--- src/rtl/vram_writer.sv ---
// Purpose: write side of the Lynx video RAM; queues CPU writes and commits them to the four colour banks in slots the video fetch does not own.
// Latency: a request pushed into an empty FIFO is written at the first ce edge with vnext=0 at least one clock after the push.
// Backpressure: cpuWait is high while the FIFO holds DEPTH entries; a wr while full is dropped.
//
// Optional build macro: VRAM_WRITE_OVF_EN -- when defined, ovf counts dropped writes
// (saturating at 255, cleared only by reset); otherwise ovf is tied to zero.
//
// Ports:
//   clock            system clock
//   reset            asynchronous, active-low reset
//   ce               pixel clock enable; each ce edge starts a new memory slot
//   vnext            sampled on ce; 1 = the next slot belongs to the video fetch
//   wr/wa/wd/wbank   CPU write strobe, address, data and 4-bit bank mask
//   cpuWait          FIFO full, CPU must hold off ("wait" is a reserved word in SystemVerilog)
//   mwe/mb/ma/md     registered memory write enable, bank, address and data for the current slot
//   ovf              dropped-write count
module vram_writer #(
   parameter int DEPTH = 4
) (
   input  logic        clock,
   input  logic        reset,
   input  logic        ce,
   input  logic        vnext,
   input  logic        wr,
   input  logic [12:0] wa,
   input  logic [7:0]  wd,
   input  logic [3:0]  wbank,
   output logic        cpuWait,
   output logic        mwe,
   output logic [1:0]  mb,
   output logic [12:0] ma,
   output logic [7:0]  md,
   output logic [7:0]  ovf
);

   localparam int PtrW = (DEPTH > 1) ? $clog2(DEPTH) : 1;
   localparam int CntW = PtrW + 1;

   typedef struct packed {
      logic [3:0]  mask;
      logic [12:0] addr;
      logic [7:0]  data;
   } entry_t;

   entry_t          fifoMem [DEPTH];
   entry_t          head;
   logic [PtrW-1:0] wrPtr;
   logic [PtrW-1:0] rdPtr;
   logic [CntW-1:0] count;

   logic            full;
   logic            empty;
   logic            doPush;
   logic            doCommit;
   logic            doPop;
   logic [1:0]      bankSel;
   logic [3:0]      maskLeft;

   assign full    = (count == CntW'(DEPTH));
   assign empty   = (count == '0);
   assign cpuWait = full;

   // Fullness is the registered value, so a wr in the same clock as a pop
   // from a full FIFO is still dropped.
   assign doPush   = wr && (wbank != 4'b0000) && !full;
   assign head     = fifoMem[rdPtr];
   assign doCommit = ce && !vnext && !empty;

   // Lowest remaining bank bit of the head entry is served first.
   always_comb begin
      bankSel = 2'd0;
      if (head.mask[0]) begin
         bankSel = 2'd0;
      end else if (head.mask[1]) begin
         bankSel = 2'd1;
      end else if (head.mask[2]) begin
         bankSel = 2'd2;
      end else if (head.mask[3]) begin
         bankSel = 2'd3;
      end
   end

   always_comb begin
      maskLeft          = head.mask;
      maskLeft[bankSel] = 1'b0;
   end

   assign doPop = doCommit && (maskLeft == 4'b0000);

   // Entry storage needs no reset: count gates every read. A push only
   // targets the head slot when the FIFO is empty, and a commit needs a
   // non-empty FIFO, so the two writes below never hit the same entry.
   always_ff @(posedge clock) begin
      if (doPush) begin
         fifoMem[wrPtr] <= '{mask: wbank, addr: wa, data: wd};
      end
      if (doCommit) begin
         fifoMem[rdPtr].mask <= maskLeft;
      end
   end

   // Pointers wrap naturally because DEPTH is a power of two.
   always_ff @(posedge clock or negedge reset) begin
      if (!reset) begin
         wrPtr <= '0;
         rdPtr <= '0;
         count <= '0;
      end else begin
         if (doPush) begin
            wrPtr <= wrPtr + PtrW'(1);
         end
         if (doPop) begin
            rdPtr <= rdPtr + PtrW'(1);
         end
         case ({doPush, doPop})
            2'b10:   count <= count + CntW'(1);
            2'b01:   count <= count - CntW'(1);
            default: count <= count;
         endcase
      end
   end

   // Slot outputs change only on ce; address/data/bank hold through
   // video-owned and idle slots, only the write enable drops.
   always_ff @(posedge clock or negedge reset) begin
      if (!reset) begin
         mwe <= 1'b0;
         mb  <= 2'd0;
         ma  <= 13'd0;
         md  <= 8'd0;
      end else if (ce) begin
         if (doCommit) begin
            mwe <= 1'b1;
            mb  <= bankSel;
            ma  <= head.addr;
            md  <= head.data;
         end else begin
            mwe <= 1'b0;
         end
      end
   end

`ifdef VRAM_WRITE_OVF_EN
   logic [7:0] ovfCount;

   // A wr with an empty bank mask is ignored rather than dropped, so it
   // does not count.
   always_ff @(posedge clock or negedge reset) begin
      if (!reset) begin
         ovfCount <= 8'd0;
      end else if (wr && (wbank != 4'b0000) && full && (ovfCount != 8'hFF)) begin
         ovfCount <= ovfCount + 8'd1;
      end
   end

   assign ovf = ovfCount;
`else
   assign ovf = 8'd0;
`endif

endmodule
--- config.mk ---
export PLATFORM = sky130hd
export DESIGN_NAME = vram_writer
export DESIGN_NICKNAME = d
export VERILOG_FILES = /design/src/rtl/vram_writer.sv
export SDC_FILE = /design/constraint.sdc
export NUM_CORES = 1
export LEC_CHECK = 0
export ABC_AREA = 0
export CORE_UTILIZATION = 55
export CTS_CLUSTER_SIZE = 30
export DETAILED_ROUTE_END_ITERATION = 8
export GPL_ROUTABILITY_DRIVEN = 0
export PLACE_DENSITY_LB_ADDON = 0.3
export SLEW_MARGIN = 20
export SYNTH_ARGS = -nofsm -noshare
export SYNTH_HDL_FRONTEND = slang
export SYNTH_SLANG_ARGS = --single-unit
--- constraint.sdc ---
create_clock -name clock -period 2.9 [get_ports clock]
set_clock_uncertainty 0.05 [all_clocks]
set_input_delay 0.725 -clock clock [delete_from_list [all_inputs] [get_ports clock]]
set_output_delay 0.725 -clock clock [all_outputs]
set_load 0.02 [all_outputs]
==> results.toml, run 1 <==
[status]
status = "finished, final reports clean"

[synthesis]
syn_area_um2 = 5290
synth.area.top_cells = "edfxtp_1, dfrtp_1, mux4_2"
yosysTopAreaCell = "edfxtp_1"
synth-seq-cells = 131
avgSynthCellArea_um2 = 15.8
synthXorXnorAreaFrac_pct = 0.827
synth_compound_area_share_pct = 2.95
synth_cell_types = 32
synth_top_family_by_area = "multiplexers"
yosys.area_share.simple_pct = 7.99
synth_edf_count = 100
ys_top_cells_by_count = "edfxtp_1, nand2_1, dfrtp_1"
synthCells = 335
ys.flop_type = "edfxtp_1"
synth.area.mux_share_pct = 11.1
async_flop_share_pct = 23.7
yosysMostFrequentCell = "edfxtp_1"
synth_top_area_share_pct = 56.7
ys_seq_area_share_pct = 71.4
synthAdderAreaFrac_pct = 2.51
yosys_warnings = 0

[timing]
max_freq_mhz = 362
rsz0062_at_grt = "no"
period_share_pct = 95.2
worst_pin_slew_ns = 0.791
slew_headroom_pct = 47.3
drv_slew = 0
hold_viol_final = 0
setup_viol_count_final = 0
fin_tns_setup_ns = 0
fin_crit_ns = 2.76

[worst_setup_path]
start_kind = "register"
end_kind = "output port"
cp.arrival_ns = 1.98
crit_fanout = 3
rr_startpoint = "rdPtr[0]$_DFFE_PN0P_"
cp.required_ns = 2.12
worstSetupStartpoint = "count[1]$_DFFE_PN0P_"
critPathKind = "register to output port"
rrSetupSlack_ns = 0.22

[place]
dp_cells = 520
dp_hpwl_um = 6250
portBuffers = 54

[detailed_routing]
avgViaCountPerCell = 5.39
ant_nets = 0
wl_per_cell_um = 19.3
vias = 2976
drc = 0
totalWireLength_um = 10600
first_pass_iters = 4
drt_iter0_drc = 140

[final_layout]
drive_gt1_share_pct = 18.4
fin_nets = 450
final_cells = 552
antenna_cells = 0
syn_to_final_growth_pct = 25.6

[global_routing]
grt_pass1_wl_um = 16900
grt_usage_pct = 23.9
antenna_found_initial = 0
met2_usage_pct = 40.2
met1_usage_pct = 30.1
busiest_layer = "met2"
met3_usage_pct = 6.27
grt_pass1_vias = 3168
grt_overflow = 0
grt_max_degree = 32

[job]
drv_cap = 0

[pwr]
peakVddDrop_uv = 856
finalPower_mw = 7.21
p_per_area_nw_per_um2 = 1080
p_leak_nw = 2.62

[clock_tree]
cts_htree_levels = 4
clk_latency_ns = 0.52
post_cts_resized = 0
clk_path_buf_depth = 2
hold_buffers = 0
clock-sinks = 131
path_clk_slew_ns = 0.06
postCtsSetupRepairBufs = 0
numCtsBuffers = 17
clockRootBuffer = "clkbuf_8"
tritoncts = "yes"

[die]
core_um2 = 9280
rows = 35
die-area_um2 = 10000
pin_count = 63
die_width_um = 100
fp.dieH_um = 100
start_util_pct = 57.0

[min_path]
hp-class = "input pin to async pin"
-- stage by stage --
step / setup slack (ns) / utilization (%) / cell area (um^2) / hold WS, ns
2_1_floorplan: 0.310 / - / 5320 / 0.379
6_report: 0.140 / 71.6 / 6650 / 0.241
3_5_place_dp: 0.00834 / 64.9 / 6020 / 0.411
3_3_place_gp: 0.0664 / 64.9 / 6020 / 0.407
4_1_cts: 0.0817 / 71.6 / 6650 / 0.240
5_1_grt: 0.0576 / 71.6 / 6650 / 0.278
-- critical path, cell delays in order, from the launching register on --
cell and delay, ns:
dfrtp_1 0.40, nor3b_1 0.38, clkdlybuf4s50_1 0.68
-- cell families after synthesis --
kind of cell,Yosys count
fa+ha+maj,10
other cells,1
flops,131
buf+inv,34
compound gates,22
simple gates,105
mux,27
xor+xnor,5
-- state kept, by name (all words and copies together) (netlist names) --
signal and cells:
fifoMem 100, ma 13, md 8, count 3, mb 2, rdPtr 2, wrPtr 2, mwe 1
-- power by group --
part           total [mW]  switching (mW)  internal [mW]  leakage (nW)
Combinational        2.19            1.20          0.986          1.01
Sequential           2.79           0.221           2.57          1.30
Clock                2.23           0.781           1.45         0.310
-- final timing paths --
kind                                   endpoint  cells after the start
setup / recovery                        cpuWait                      2
hold / removal             wrPtr[0]$_DFFE_PN0P_                      1
setup reg to reg           count[2]$_DFFE_PN0P_                     10
hold reg to reg               md[0]$_DFFE_PN0P_                      2
max in group asynchronous  rdPtr[0]$_DFFE_PN0P_                      1
min in group clock            md[0]$_DFFE_PN0P_                      2
-- cell type report --
class | instances | area [um^2]
clock buffers | 20 | 445
clock inverters | 12 | 179
fillers | 604 | 2640
inverters | 15 | 56.3
multi-input cells | 177 | 1370
flip-flops and latches | 131 | 3780
well taps | 129 | 161
repair buffers | 68 | 653
-- per-layer routing --
layer	up-vias	share of wire, %
li1	1365	-
met1	1475	41
met2	122	52
met3	14	5.2
met4	0	1.4
met5	-	0
-- cell usage in the layout, fill, tap and decap left out, types with 3 or more instances in the layout --
cell | Yosys | layout
clkinv_2 | 0 | 3
clkbuf_16 | 0 | 16
o22ai_1 | 12 | 12
nand3_1 | 4 | 4
xnor2_1 | 3 | 3
mux4_2 | 25 | 25
conb_1 | 1 | 8
dfrtp_1 | 31 | 30
nand2_1 | 89 | 89
ha_1 | 9 | 9
clkdlybuf4s50_1 | 0 | 53
and3_1 | 4 | 4
edfxtp_1 | 100 | 100
bufinv_16 | 0 | 4
clkinv_4 | 0 | 3
buf_4 | 8 | 13
nor2_1 | 3 | 3
clkbuf_8 | 0 | 3
inv_1 | 15 | 15
No activity file was read; power rests on OpenSTA's default activity.
==> run 2: changes to the inputs <==
CORE_UTILIZATION = 58   (was 55)
CTS_BUF_LIST = sky130_fd_sc_hd__clkbuf_4   (was unset)
SLEW_MARGIN = unset   (was 20)
==> run 2 against run 1 <==
Net effect: critical path depth did not move; sequential power barely moved; clock power is 45% lower; critical path type unchanged.
==> results.toml, run 2 (synthesis results as in run 1) <==
[status]
status = "finished, final reports clean"

[pwr]
finalPower_mw = 6.15
peakVddDrop_uv = 555
p_leak_nw = 2.47
p_per_area_nw_per_um2 = 974

[timing]
drv_slew = 0
hold_viol_final = 0
fin_crit_ns = 2.64
period_share_pct = 91.1
setup_viol_count_final = 0
slew_headroom_pct = 47.0
hold_slack_ns = 0.228
rsz0062_at_grt = "no"
setup_slack_ns = 0.258
worst_pin_slew_ns = 0.795
fin_tns_setup_ns = 0
max_freq_mhz = 378

[global_routing]
grt_overflow = 0
grt_pass1_vias = 3138
grt_pass1_wl_um = 15500
grt_max_degree = 32
grt_usage_pct = 22.1
antenna_found_initial = 1

[final_layout]
regMostFlops = "fifoMem"
fin_nets = 453
final_common_cell = "edfxtp_1"
final_area_um2 = 6320
multi_input_area_um2 = 1380
syn_to_final_growth_pct = 19.4
final_cell_mix = "edfxtp_1, nand2_1, clkdlybuf4s50_1, dfrtp_1, mux4_2"
seqCellArea_um2 = 3780
drive_gt1_share_pct = 19.2
reg_top3 = "fifoMem x100, ma x13, md x8"
final_cells = 535
largest_reg_flops = 100
fill_cells = 540
fin_util_pct = 72.1

[worst_setup_path]
critPathKind = "register to output port"
path_cells = "nor3b_2 > clkdlybuf4s50_1"
cp.arrival_ns = 1.87
start_kind = "register"
slowest_delay_ns = 0.65
crit_slowest_cell = "clkdlybuf4s50_1"
crit_fanout = 4
cp.required_ns = 2.12
rr_worst_depth = 10
end_kind = "output port"

[die]
die-area_um2 = 9510
fp.dieH_um = 97.5
die_width_um = 97.5
pin_count = 63
start_util_pct = 60.4
core_um2 = 8760
rows = 34

[clock_tree]
clk_latency_ns = 0.51
clockRootBuffer = "clkbuf_4"
clock-sinks = 131
cts_htree_levels = 4
numCtsBuffers = 17
hold_buffers = 0
tritoncts = "yes"
clk_path_buf_depth = 2
path_clk_slew_ns = 0.12

[detailed_routing]
drt_iter0_drc = 156
avgViaCountPerCell = 5.50
first_pass_iters = 4
ant_nets = 0
vias = 2940
totalWireLength_um = 9450
drc = 0
wl_per_cell_um = 17.7

[place]
dp_cells = 502
portBuffers = 54
dp_worst_setup_slack_ns = 0.0600
dp_hpwl_um = 6270
placed_cell_area_um2 = 6020

[min_path]
hp-class = "input pin to async pin"

[job]
drv_cap = 0
[run 2: changes by cell type in the layout (fill, tap and decap cells not counted)]
cell,delta
buf_4,+3
bufinv_16,-2
clkbuf_1,-1
clkbuf_16,-16
clkbuf_4,+18
clkbuf_8,-3
clkinv_1,+1
clkinv_2,-3
clkinvlp_4,+4
diode_2,+1
inv_6,+2
nor3b_1,-1
nor3b_2,+1
[run 2: critical path: cells and delay by family, from the launching register on]
kind	cells	cell delay [ns]
DFF	1	0.45
and+or+nand+nor	1	0.26
buffers and inverters	1	0.65
[run 2: what timing repair did]
item	CTS	global route
buffers inserted	0	0
setup endpoints to repair	0	1
resized for setup	0	1
[run 2: layout make-up]
cell class / count / area share, %
Antenna cell: 1 / 0.0396
Sequential cell: 131 / 59.8
Inverter: 15 / 0.891
Timing Repair Buffer: 71 / 10.7
Multi-Input combinational cell: 177 / 21.8
Clock inverter: 14 / 2.46
Clock buffer: 18 / 2.14
Tap cell: 108 / 2.14
[run 2: path summary, 6_finish.rpt]
path                                 startpoint              endpoint  slack [ns]
min                                       reset  count[1]$_DFFE_PN0P_        0.23
min reg2reg                   md[0]$_DFFE_PN0P_     md[0]$_DFFE_PN0P_        0.43
max reg2reg                rdPtr[0]$_DFFE_PN0P_  count[2]$_DFFE_PN0P_        0.31
min in group clock            md[0]$_DFFE_PN0P_     md[0]$_DFFE_PN0P_        0.43
max                        count[0]$_DFFE_PN0P_               cpuWait        0.26
max in group asynchronous                 reset  rdPtr[0]$_DFFE_PN0P_        2.02
[run 2: power breakdown]
part	total, mW	internal, mW	leakage [nW]	switching, mW
Clock	1.22	0.532	0.144	0.693
Combinational	2.17	0.999	1.02	1.17
Sequential	2.76	2.55	1.30	0.201
Total	6.15	4.09	2.47	2.07
[run 2: layer usage]
layer	part of all wire [%]	global-route usage, %	vias up	wire, um
met2	51	36.6	98	4860
met3	5.6	5.61	8	534
met5	0	0	-	0
met4	1.4	8.03	0	130
li1	-	-	1370	-
met1	42	28.4	1464	3930
==> run 3: changes to the inputs <==
SLEW_MARGIN = 20   (was unset)
==> results of run 3 <==
Same layout as run 2: the final DEF is identical, and so are final timing and power.
==> edit, RTL diff (flow settings as in run 1) <==
The parameter `DEPTH` goes from 4 to 8.
--- a/src/rtl/vram_writer.sv
+++ b/src/rtl/vram_writer.sv
@@ -17,3 +17,3 @@
 module vram_writer #(
-   parameter int DEPTH = 4
+   parameter int DEPTH = 8
 ) (
Formal check against the unedited RTL: not equivalent (a bounded check fails within 10 cycles, from zero or initial values and one cycle with reset low).
==> edit against run 1 <==
  * The run now ends with negative setup slack left
  * Worst setup slack got worse by 190 ps
  * Final area rose by 70%
  * Critical path type is now reg2reg
  * Combinational power rose by 78%
  * Power rose by 63%
  * Sequential cell count rose by 103
  * Routed wire length rose by 100%
  * Critical path depth rose by 12
  * Global-route usage rose by 1.3 points
  * Synthesized area rose by 74%
  * Largest power group unchanged
==> edit: results (changes against run 1) <==
metric;value;unit;change
# H-tree levels;1;;-3
fraction of final layout cells sized beyond drive strength 1;20.55;%;+2.1 points
vias;5646;;+90%
first-pass GRT wire length;32.75;mm;+94%
CP delay by family, top;multiplexers;;
Largest regs;fifoMem: 200 flops, ma: 13 flops, md: 8 flops;;
Final nets;704;;+56%
Syn Inst Count;560;;+67%
Final setup viols;1;;+1
CP max stage delay;510;ps;-170 ps
Syn Area/Cell;16.49;um2;+4.4%
drt first pass iters;5;;+1
Slowest-stage cell, CP;mux4_2;;
failing checks;negative setup slack;;
Max Root-Sink Buffers;3;;+1
pre-CTS WS;-147.0;ps;-155.4 ps
global-route total usage across every layer;25.25;%;+1.3 points
register area share after synthesis;74.24;%;+2.9 points
fin cells;906;;+64%
DR iter-0 viols;440;;+210%
status;complete, but fails checks;;
Final WS setup;-52.71;ps;-193.1 ps
top post-synthesis cells by count;200 x edfxtp_1, 52 x a22o_1, 34 x dfrtp_1, 31 x a221oi_1, 29 x nor2_1;;
Netlist cell types;54;;+69%
Lkg Pwr;4.002;nW;+53%
final WL;21.39;mm;+100%
Post-DP HPWL;12.65;mm;+100%
Max IR drop VDD;0.8687;mV;+1.5%
Post-synth EDFFs;200;;+100%
-- edit: cell types whose count changed after synthesis, moves of 23 or more --
cell,delta
edfxtp_1,+100
a221oi_1,+31
a22o_1,+52
nand2_1,-80
a22oi_1,+23
nor2_1,+26
-- edit: routing by layer --
metal	share of wire, %	track usage (%)
met3	7.5	4.128
met1	40	33.59
met4	2.3	7.881
met2	50	42.80
met5	0	0
-- edit: metrics by stage --
step	hold slack (ps)	total power [W]	setup TNS (ps)
CTS	141.0	0.01174	-44.72
global placement	425.9	0.008431	-100.4
global route	161.3	0.01226	-269.1
detailed placement	422.5	0.008548	-256.5
floorplan	379.4	0.006922	0
finish	140.0	0.01176	-52.71
-- edit: worst register-to-register path, delay by kind of cell (launching register included) --
kind                     cells  cell delay, ps
multiplexers                 2             710
XOR/XNOR                     2             270
AND/OR/NAND/NOR              1              70
AO/OA/AOI/OAI                4             610
adder cells (fa/ha/maj)      2             380
buffers and inverters        3             310
flip-flops                   1             430
-- edit: worst paths after layout --
path	start	endpoint	slack, ps	cells past startpoint
max	rdPtr[1]	count[3]	-50	14
min	reset	rdPtr[0]	140	1
max reg2reg	rdPtr[1]	count[3]	-50	14
min reg2reg	mwe	mwe	430	1
max in group asynchronous	reset	md[1]	2050	2
min in group clock	mwe	mwe	430	1
-- edit: cells by family (layout without fill, tap and decap cells) --
logic type	after synthesis	after routing	synth area share [%]
simple gates	92	92	5.284
compound gates	147	147	13.07
xor+xnor	8	8	0.7587
mux	16	16	2.750
other cells	1	8	0.04061
flops	234	234	74.24
buf+inv	56	175	2.954
fa+ha+maj	6	6	0.8942
-- edit: area by class of cell --
class	instances	area [um2]
Sequential cell	234	6858
Multi-Input combinational cell	277	2197
Tap cell	220	275.3
Clock inverter	7	105.1
Clock buffer	37	729.5
Fill cell	1089	5159
Timing Repair Buffer	116	1084
Inverter	15	58.81
-- edit: power by group --
group	internal, W	switching, W
Clock	0.00192	0.00122
Sequential	0.00437	0.000367
Combinational	0.00170	0.00220
Total	0.00798	0.00378
-- edit: repair_timing --
| item | CTS | global route |
|---|---|---|
| buffers inserted | 2 | 1 |
| hold endpoints to repair | 0 | 0 |
| gates resized for setup | 7 | 7 |
| endpoints found under the setup margin | 2 | 4 |
| pin swaps | 3 | 9 |
